===== config.mk =====
export PLATFORM = sky130hd
export DESIGN_NAME = decode_stage
export DESIGN_NICKNAME = d
export VERILOG_FILES = /design/src/rtl/decode_stage.sv
export SDC_FILE = /design/constraint.sdc
export NUM_CORES = 1
export LEC_CHECK = 0
export ABC_CLOCK_PERIOD_IN_PS = 6600
export CAP_MARGIN = 40
export CORE_UTILIZATION = 53
export DETAILED_ROUTE_END_ITERATION = 8
export MAX_ROUTING_LAYER = met4
export PLACE_DENSITY_LB_ADDON = 0.3
export SETUP_SLACK_MARGIN = 0.5
export SLEW_MARGIN = 20
export SYNTH_ARGS = -nofsm -noshare
export SYNTH_HDL_FRONTEND = slang
export SYNTH_SLANG_ARGS = --single-unit

===== constraint.sdc =====
create_clock -name clk_i -period 6.6 [get_ports clk_i]
set_clock_uncertainty 0.15 [all_clocks]
set_input_delay 1.32 -clock clk_i [delete_from_list [all_inputs] [get_ports clk_i]]
set_output_delay 1.32 -clock clk_i [all_outputs]
set_load 0.05 [all_outputs]

===== src/rtl/decode_stage.sv =====
// rtl/decode_stage.sv - registered RV32I decode stage with output FIFO; DECODE_RV32M_EN adds RV32M ops
package decode_pkg;
    localparam int DCODE_WIDTH = 6;
    typedef logic [DCODE_WIDTH-1:0] dcode_t;

    // ADDI is code 0 so an all-zero head entry reads as the idle/illegal default.
    localparam dcode_t DCODED_ADDI  = 6'd0;
    localparam dcode_t DCODED_SLTI  = 6'd1;
    localparam dcode_t DCODED_SLTIU = 6'd2;
    localparam dcode_t DCODED_XORI  = 6'd3;
    localparam dcode_t DCODED_ORI   = 6'd4;
    localparam dcode_t DCODED_ANDI  = 6'd5;
    localparam dcode_t DCODED_SLLI  = 6'd6;
    localparam dcode_t DCODED_SRLI  = 6'd7;
    localparam dcode_t DCODED_SRAI  = 6'd8;
    localparam dcode_t DCODED_ADD   = 6'd9;
    localparam dcode_t DCODED_SUB   = 6'd10;
    localparam dcode_t DCODED_SLL   = 6'd11;
    localparam dcode_t DCODED_SLT   = 6'd12;
    localparam dcode_t DCODED_SLTU  = 6'd13;
    localparam dcode_t DCODED_XOR   = 6'd14;
    localparam dcode_t DCODED_SRL   = 6'd15;
    localparam dcode_t DCODED_SRA   = 6'd16;
    localparam dcode_t DCODED_OR    = 6'd17;
    localparam dcode_t DCODED_AND   = 6'd18;
    localparam dcode_t DCODED_LB    = 6'd19;
    localparam dcode_t DCODED_LH    = 6'd20;
    localparam dcode_t DCODED_LW    = 6'd21;
    localparam dcode_t DCODED_LBU   = 6'd22;
    localparam dcode_t DCODED_LHU   = 6'd23;
    localparam dcode_t DCODED_SB    = 6'd24;
    localparam dcode_t DCODED_SH    = 6'd25;
    localparam dcode_t DCODED_SW    = 6'd26;
    localparam dcode_t DCODED_BEQ   = 6'd27;
    localparam dcode_t DCODED_BNE   = 6'd28;
    localparam dcode_t DCODED_BLT   = 6'd29;
    localparam dcode_t DCODED_BGE   = 6'd30;
    localparam dcode_t DCODED_BLTU  = 6'd31;
    localparam dcode_t DCODED_BGEU  = 6'd32;
    localparam dcode_t DCODED_JALR  = 6'd33;
    localparam dcode_t DCODED_JAL   = 6'd34;
    localparam dcode_t DCODED_AUIPC = 6'd35;
    localparam dcode_t DCODED_LUI   = 6'd36;
`ifdef DECODE_RV32M_EN
    localparam dcode_t DCODED_MUL    = 6'd37;
    localparam dcode_t DCODED_MULH   = 6'd38;
    localparam dcode_t DCODED_MULHSU = 6'd39;
    localparam dcode_t DCODED_MULHU  = 6'd40;
    localparam dcode_t DCODED_DIV    = 6'd41;
    localparam dcode_t DCODED_DIVU   = 6'd42;
    localparam dcode_t DCODED_REM    = 6'd43;
    localparam dcode_t DCODED_REMU   = 6'd44;
`endif
endpackage

module decode_stage #(
    parameter int WORD_WIDTH     = 32,
    parameter int DCODE_WIDTH    = decode_pkg::DCODE_WIDTH,
    parameter int DEPTH          = 2,
    parameter int REG_ADDR_WIDTH = 5
) (
    input  logic                          clk_i,
    input  logic                          rst_n_i,
    input  logic                          flush_i,
    input  logic [WORD_WIDTH-1:0]         instr_i,
    input  logic                          instr_valid_i,
    output logic                          instr_ready_o,
    output logic [DCODE_WIDTH-1:0]        decoded_op_o,
    output logic [REG_ADDR_WIDTH-1:0]     rd_o,
    output logic [REG_ADDR_WIDTH-1:0]     rs1_o,
    output logic [REG_ADDR_WIDTH-1:0]     rs2_o,
    output logic [WORD_WIDTH-1:0]         imm_o,
    output logic                          illegal_o,
    output logic                          out_valid_o,
    input  logic                          out_ready_i,
    output logic [$clog2(DEPTH):0]        count_o
);
    import decode_pkg::*;

    localparam int PW = $clog2(DEPTH);
    localparam int CW = PW + 1;

    localparam logic [6:0] OPC_COMP    = 7'b0110011;
    localparam logic [6:0] OPC_COMPIMM = 7'b0010011;
    localparam logic [6:0] OPC_LOAD    = 7'b0000011;
    localparam logic [6:0] OPC_STORE   = 7'b0100011;
    localparam logic [6:0] OPC_BRANCH  = 7'b1100011;
    localparam logic [6:0] OPC_JALR    = 7'b1100111;
    localparam logic [6:0] OPC_JAL     = 7'b1101111;
    localparam logic [6:0] OPC_AUIPC   = 7'b0010111;
    localparam logic [6:0] OPC_LUI     = 7'b0110111;

    typedef struct packed {
        dcode_t                    op;
        logic [REG_ADDR_WIDTH-1:0] rd;
        logic [REG_ADDR_WIDTH-1:0] rs1;
        logic [REG_ADDR_WIDTH-1:0] rs2;
        logic [WORD_WIDTH-1:0]     imm;
        logic                      illegal;
    } entry_t;

    logic [6:0] opcode;
    logic [2:0] funct3;
    logic [6:0] funct7;
    dcode_t     dec_op;
    logic [WORD_WIDTH-1:0] dec_imm;
    logic       dec_bad;
    entry_t     dec_entry;

    assign opcode = instr_i[6:0];
    assign funct3 = instr_i[14:12];
    assign funct7 = instr_i[31:25];

    always_comb begin
        dec_op  = DCODED_ADDI;
        dec_imm = '0;
        dec_bad = 1'b0;
        case (opcode)
            OPC_COMP: begin
                if (funct7 == 7'h00) begin
                    case (funct3)
                        3'b000: dec_op = DCODED_ADD;
                        3'b001: dec_op = DCODED_SLL;
                        3'b010: dec_op = DCODED_SLT;
                        3'b011: dec_op = DCODED_SLTU;
                        3'b100: dec_op = DCODED_XOR;
                        3'b101: dec_op = DCODED_SRL;
                        3'b110: dec_op = DCODED_OR;
                        3'b111: dec_op = DCODED_AND;
                    endcase
                end else if (funct7 == 7'h20 && funct3 == 3'b000) begin
                    dec_op = DCODED_SUB;
                end else if (funct7 == 7'h20 && funct3 == 3'b101) begin
                    dec_op = DCODED_SRA;
`ifdef DECODE_RV32M_EN
                end else if (funct7 == 7'h01) begin
                    case (funct3)
                        3'b000: dec_op = DCODED_MUL;
                        3'b001: dec_op = DCODED_MULH;
                        3'b010: dec_op = DCODED_MULHSU;
                        3'b011: dec_op = DCODED_MULHU;
                        3'b100: dec_op = DCODED_DIV;
                        3'b101: dec_op = DCODED_DIVU;
                        3'b110: dec_op = DCODED_REM;
                        3'b111: dec_op = DCODED_REMU;
                    endcase
`endif
                end else begin
                    dec_bad = 1'b1;
                end
            end
            OPC_COMPIMM: begin
                // Shift immediates keep the raw I-type field, funct7 bits included.
                dec_imm = WORD_WIDTH'($signed(instr_i[31:20]));
                case (funct3)
                    3'b000: dec_op = DCODED_ADDI;
                    3'b010: dec_op = DCODED_SLTI;
                    3'b011: dec_op = DCODED_SLTIU;
                    3'b100: dec_op = DCODED_XORI;
                    3'b110: dec_op = DCODED_ORI;
                    3'b111: dec_op = DCODED_ANDI;
                    3'b001: begin
                        dec_op  = DCODED_SLLI;
                        dec_bad = (funct7 != 7'h00);
                    end
                    3'b101: begin
                        dec_op  = (funct7 == 7'h20) ? DCODED_SRAI : DCODED_SRLI;
                        dec_bad = (funct7 != 7'h00) && (funct7 != 7'h20);
                    end
                endcase
            end
            OPC_LOAD: begin
                dec_imm = WORD_WIDTH'($signed(instr_i[31:20]));
                case (funct3)
                    3'b000:  dec_op = DCODED_LB;
                    3'b001:  dec_op = DCODED_LH;
                    3'b010:  dec_op = DCODED_LW;
                    3'b100:  dec_op = DCODED_LBU;
                    3'b101:  dec_op = DCODED_LHU;
                    default: dec_bad = 1'b1;
                endcase
            end
            OPC_STORE: begin
                dec_imm = WORD_WIDTH'($signed({instr_i[31:25], instr_i[11:7]}));
                case (funct3)
                    3'b000:  dec_op = DCODED_SB;
                    3'b001:  dec_op = DCODED_SH;
                    3'b010:  dec_op = DCODED_SW;
                    default: dec_bad = 1'b1;
                endcase
            end
            OPC_BRANCH: begin
                dec_imm = WORD_WIDTH'($signed({instr_i[31], instr_i[7], instr_i[30:25],
                                               instr_i[11:8], 1'b0}));
                case (funct3)
                    3'b000:  dec_op = DCODED_BEQ;
                    3'b001:  dec_op = DCODED_BNE;
                    3'b100:  dec_op = DCODED_BLT;
                    3'b101:  dec_op = DCODED_BGE;
                    3'b110:  dec_op = DCODED_BLTU;
                    3'b111:  dec_op = DCODED_BGEU;
                    default: dec_bad = 1'b1;
                endcase
            end
            OPC_JALR: begin
                dec_op  = DCODED_JALR;
                dec_imm = WORD_WIDTH'($signed(instr_i[31:20]));
                dec_bad = (funct3 != 3'b000);
            end
            OPC_JAL: begin
                dec_op  = DCODED_JAL;
                dec_imm = WORD_WIDTH'($signed({instr_i[31], instr_i[19:12], instr_i[20],
                                               instr_i[30:21], 1'b0}));
            end
            OPC_AUIPC: begin
                dec_op  = DCODED_AUIPC;
                dec_imm = WORD_WIDTH'($signed({instr_i[31:12], 12'b0}));
            end
            OPC_LUI: begin
                dec_op  = DCODED_LUI;
                dec_imm = WORD_WIDTH'($signed({instr_i[31:12], 12'b0}));
            end
            default: dec_bad = 1'b1;
        endcase

        dec_entry.op      = dec_bad ? DCODED_ADDI : dec_op;
        dec_entry.imm     = dec_bad ? '0 : dec_imm;
        dec_entry.illegal = dec_bad;
        dec_entry.rd      = REG_ADDR_WIDTH'(instr_i[11:7]);
        dec_entry.rs1     = REG_ADDR_WIDTH'(instr_i[19:15]);
        dec_entry.rs2     = REG_ADDR_WIDTH'(instr_i[24:20]);
    end

    entry_t        mem [DEPTH];
    logic [PW-1:0] wr_ptr;
    logic [PW-1:0] rd_ptr;
    logic [CW-1:0] count;
    logic          push;
    logic          pop;
    entry_t        head;

    assign out_valid_o   = (count != '0);
    assign instr_ready_o = (count != CW'(DEPTH)) || out_ready_i;
    assign push          = instr_valid_i && instr_ready_o;
    assign pop           = out_valid_o && out_ready_i;

    always_ff @(posedge clk_i or negedge rst_n_i) begin
        if (!rst_n_i) begin
            wr_ptr <= '0;
            rd_ptr <= '0;
            count  <= '0;
        end else if (flush_i) begin
            wr_ptr <= '0;
            rd_ptr <= '0;
            count  <= '0;
        end else begin
            if (push) wr_ptr <= wr_ptr + PW'(1);
            if (pop)  rd_ptr <= rd_ptr + PW'(1);
            if (push && !pop)      count <= count + CW'(1);
            else if (pop && !push) count <= count - CW'(1);
        end
    end

    // When full, the write slot equals the slot being popped this same edge.
    always_ff @(posedge clk_i) begin
        if (push && !flush_i) mem[wr_ptr] <= dec_entry;
    end

    assign head         = out_valid_o ? mem[rd_ptr] : '0;
    assign decoded_op_o = DCODE_WIDTH'(head.op);
    assign rd_o         = head.rd;
    assign rs1_o        = head.rs1;
    assign rs2_o        = head.rs2;
    assign imm_o        = head.imm;
    assign illegal_o    = head.illegal;
    assign count_o      = count;
endmodule


==> metrics <==
Routed Antenna Nets 0; worst-margin pin slew 0.751 ns; Max Cap Viol 0; Post-synth top flop edfxtp_1; post-synthesis async set-or-reset flop share 0.0357; CTS tree yes; per-cell routed wire length 18.3 µm; via count 4,105; HP Start wr_ptr; fin crit share 0.681; leakage power 2.14 nW; RePlAce Congestion 0.863; # Post-CTS Setup Buffers 0; first-pass GRT wire length 20,000 µm; Num CTS Buffers 9; CTS Hold Bufs 0; share of the synthesized area in the top cell type 0.579; Synth-to-Final Area Change 22.8%; total power 1.50 mW; top cell type by total area after synthesis edfxtp_1; root buffer cell clkbuf_8; outcome completed; Fmax 222 MHz; number of global-route vias before repair 3,861; final setup fails 0; fillers 780; setup TNS 0 ns; critical setup path kind primary input to output pin; Synth top cells by count edfxtp_1 (108), nor2_1 (80), mux2i_1 (56); largest net degree at the start of global routing 55; Resize count post-CTS 0; final instance area 0.00688 mm²; Final Hold Viols 0; drt pass-1 iters 5; gr ovfl total 0; share of layout cells above drive strength 1 0.0673; Clock Pin Slew Worst Setup and Hold Paths 0.10 ns; antenna violations before repair 0; post-synthesis register bit count 112; port bufs 94; die height 105 µm; CTS sink cnt 112; Hold Crit Class register to register; top cells by area, synth edfxtp_1 (58%), mux2i_1 (10%), nor2_1 (5.4%); H-Tree Depth 3; syn_area_per_cell 11.8 µm²; Rows 37; crit-path max FO 6; count leader, synth edfxtp_1; mapped cell area 0.00560 mm²; DRT iter0 DRCs 438; nets@finish 607; VDD IR max 107 µV; clk_lat worst skew 0.37 ns; Detailed Route WL 12,800 µm; Initial Util 0.545; DRC 0; P per Cell Area 217 mW/mm²; total track usage 0.244; critical path launch point type primary input; via density per instance 5.86; Worst Setup SP out_ready_i; Antenna Cells 0; Max-slew headroom 0.499; unrepaired setup endpoints after global routing no; sequential fraction of the synthesis area 0.597; post-detailed-placement half-perimeter wirelength 8800 µm; Post-Syn Nets 523; Tmin final 4.50 ns; Synth Instances 476; number of synthesized flops with an enable pin 108; worst path required time 5.13 ns; Worst setup EP type output pin; deepest clock path buffer count 2; placed cell area 0.00667 mm²; max-slew violation count 0; Die ar. 0.0110 mm²; chip width 105 µm; yosys warns 0; I/O pin cnt 95; Distinct cells, synth 55; core box area 0.0103 mm²; worst reg2reg path startpoint count_o[1]; arrival time worst endpoint 3.03 ns
[area by class of cell]
class / count / area [µm²] / area share
Clock buffer: 12 / 165 / 0.0240
Clock inverter: 4 / 33.8 / 0.00491
Inverter: 8 / 30.0 / 0.00436
Multi-Input combinational cell: 328 / 2140 / 0.311
Sequential cell: 112 / 3350 / 0.486
Tap cell: 136 / 170 / 0.0247
Timing Repair Buffer: 101 / 997 / 0.145
[worst paths after layout]
kind,to,slack (ns),cells past startpoint
worst max-delay path,instr_ready_o,2.10,3
worst min-delay path,wr_ptr,0.50,2
worst max register to register,mem[1][30],4.30,4
worst min register to register,wr_ptr,0.50,2
max in group asynchronous,rd_ptr,5.13,1
min in group asynchronous,wr_ptr,0.99,1
[cell families (layout without fill, tap and decap cells)]
logic type	count (synthesis)	after routing	share of synthesized area
muxes	56	56	0.100
buffers and inverters	36	125	0.0272
AOI/OAI and AO/OA	82	82	0.0980
and+or+nand+nor	178	178	0.153
xor gates and xnor gates	2	2	0.00313
DFF	112	112	0.597
adders and majority gates	10	10	0.0223
[routing by layer]
metal | wire length, µm | global-route usage | up-vias
met4 | 223 | 0.0734 | 0
met5 | 0 | - | -
li1 | - | - | 1932
met3 | 624 | 0.0430 | 24
met1 | 5380 | 0.306 | 1990
met2 | 6610 | 0.409 | 159
[stage by stage]
stage	setup slack, ns	hold slack, ns	instances	utilization
after floorplan	2.03	0.386	476	-
after global placement	2.15	0.452	682	0.647
after detailed placement	2.10	0.486	684	0.649
after CTS	2.11	0.506	700	0.669
after global routing	2.08	0.545	701	0.669
final	2.10	0.498	701	0.669
[power by group]
group	internal [mW]	switching, mW	total [mW]
registers	0.803	0.0179	0.821
logic	0.0996	0.178	0.278
clock network	0.172	0.225	0.397
[flip-flops by register name, indices dropped and copies added, names as in the netlist]
signal and count:
count_o 2, mem 108, rd_ptr 1, wr_ptr 1
[critical path, cell delays in order]
cell             delay, ns
clkdlybuf4s50_1       0.50
or3b_2                0.49
clkdlybuf4s50_1       0.72
[cell usage in the layout (no fill, tap or decap), types with 7 or more instances in the layout]
| cell type | instances |
|---|---|
| a21oi_1 | 37 |
| clkbuf_8 | 12 |
| clkdlybuf4s50_1 | 94 |
| edfxtp_1 | 108 |
| ha_1 | 10 |
| inv_1 | 8 |
| mux2i_1 | 56 |
| nand2_1 | 43 |
| nor2_1 | 79 |
| nor2b_1 | 7 |
| nor3_1 | 9 |
| o21ai_0 | 11 |
No activity file was read; power rests on OpenSTA's default activity.
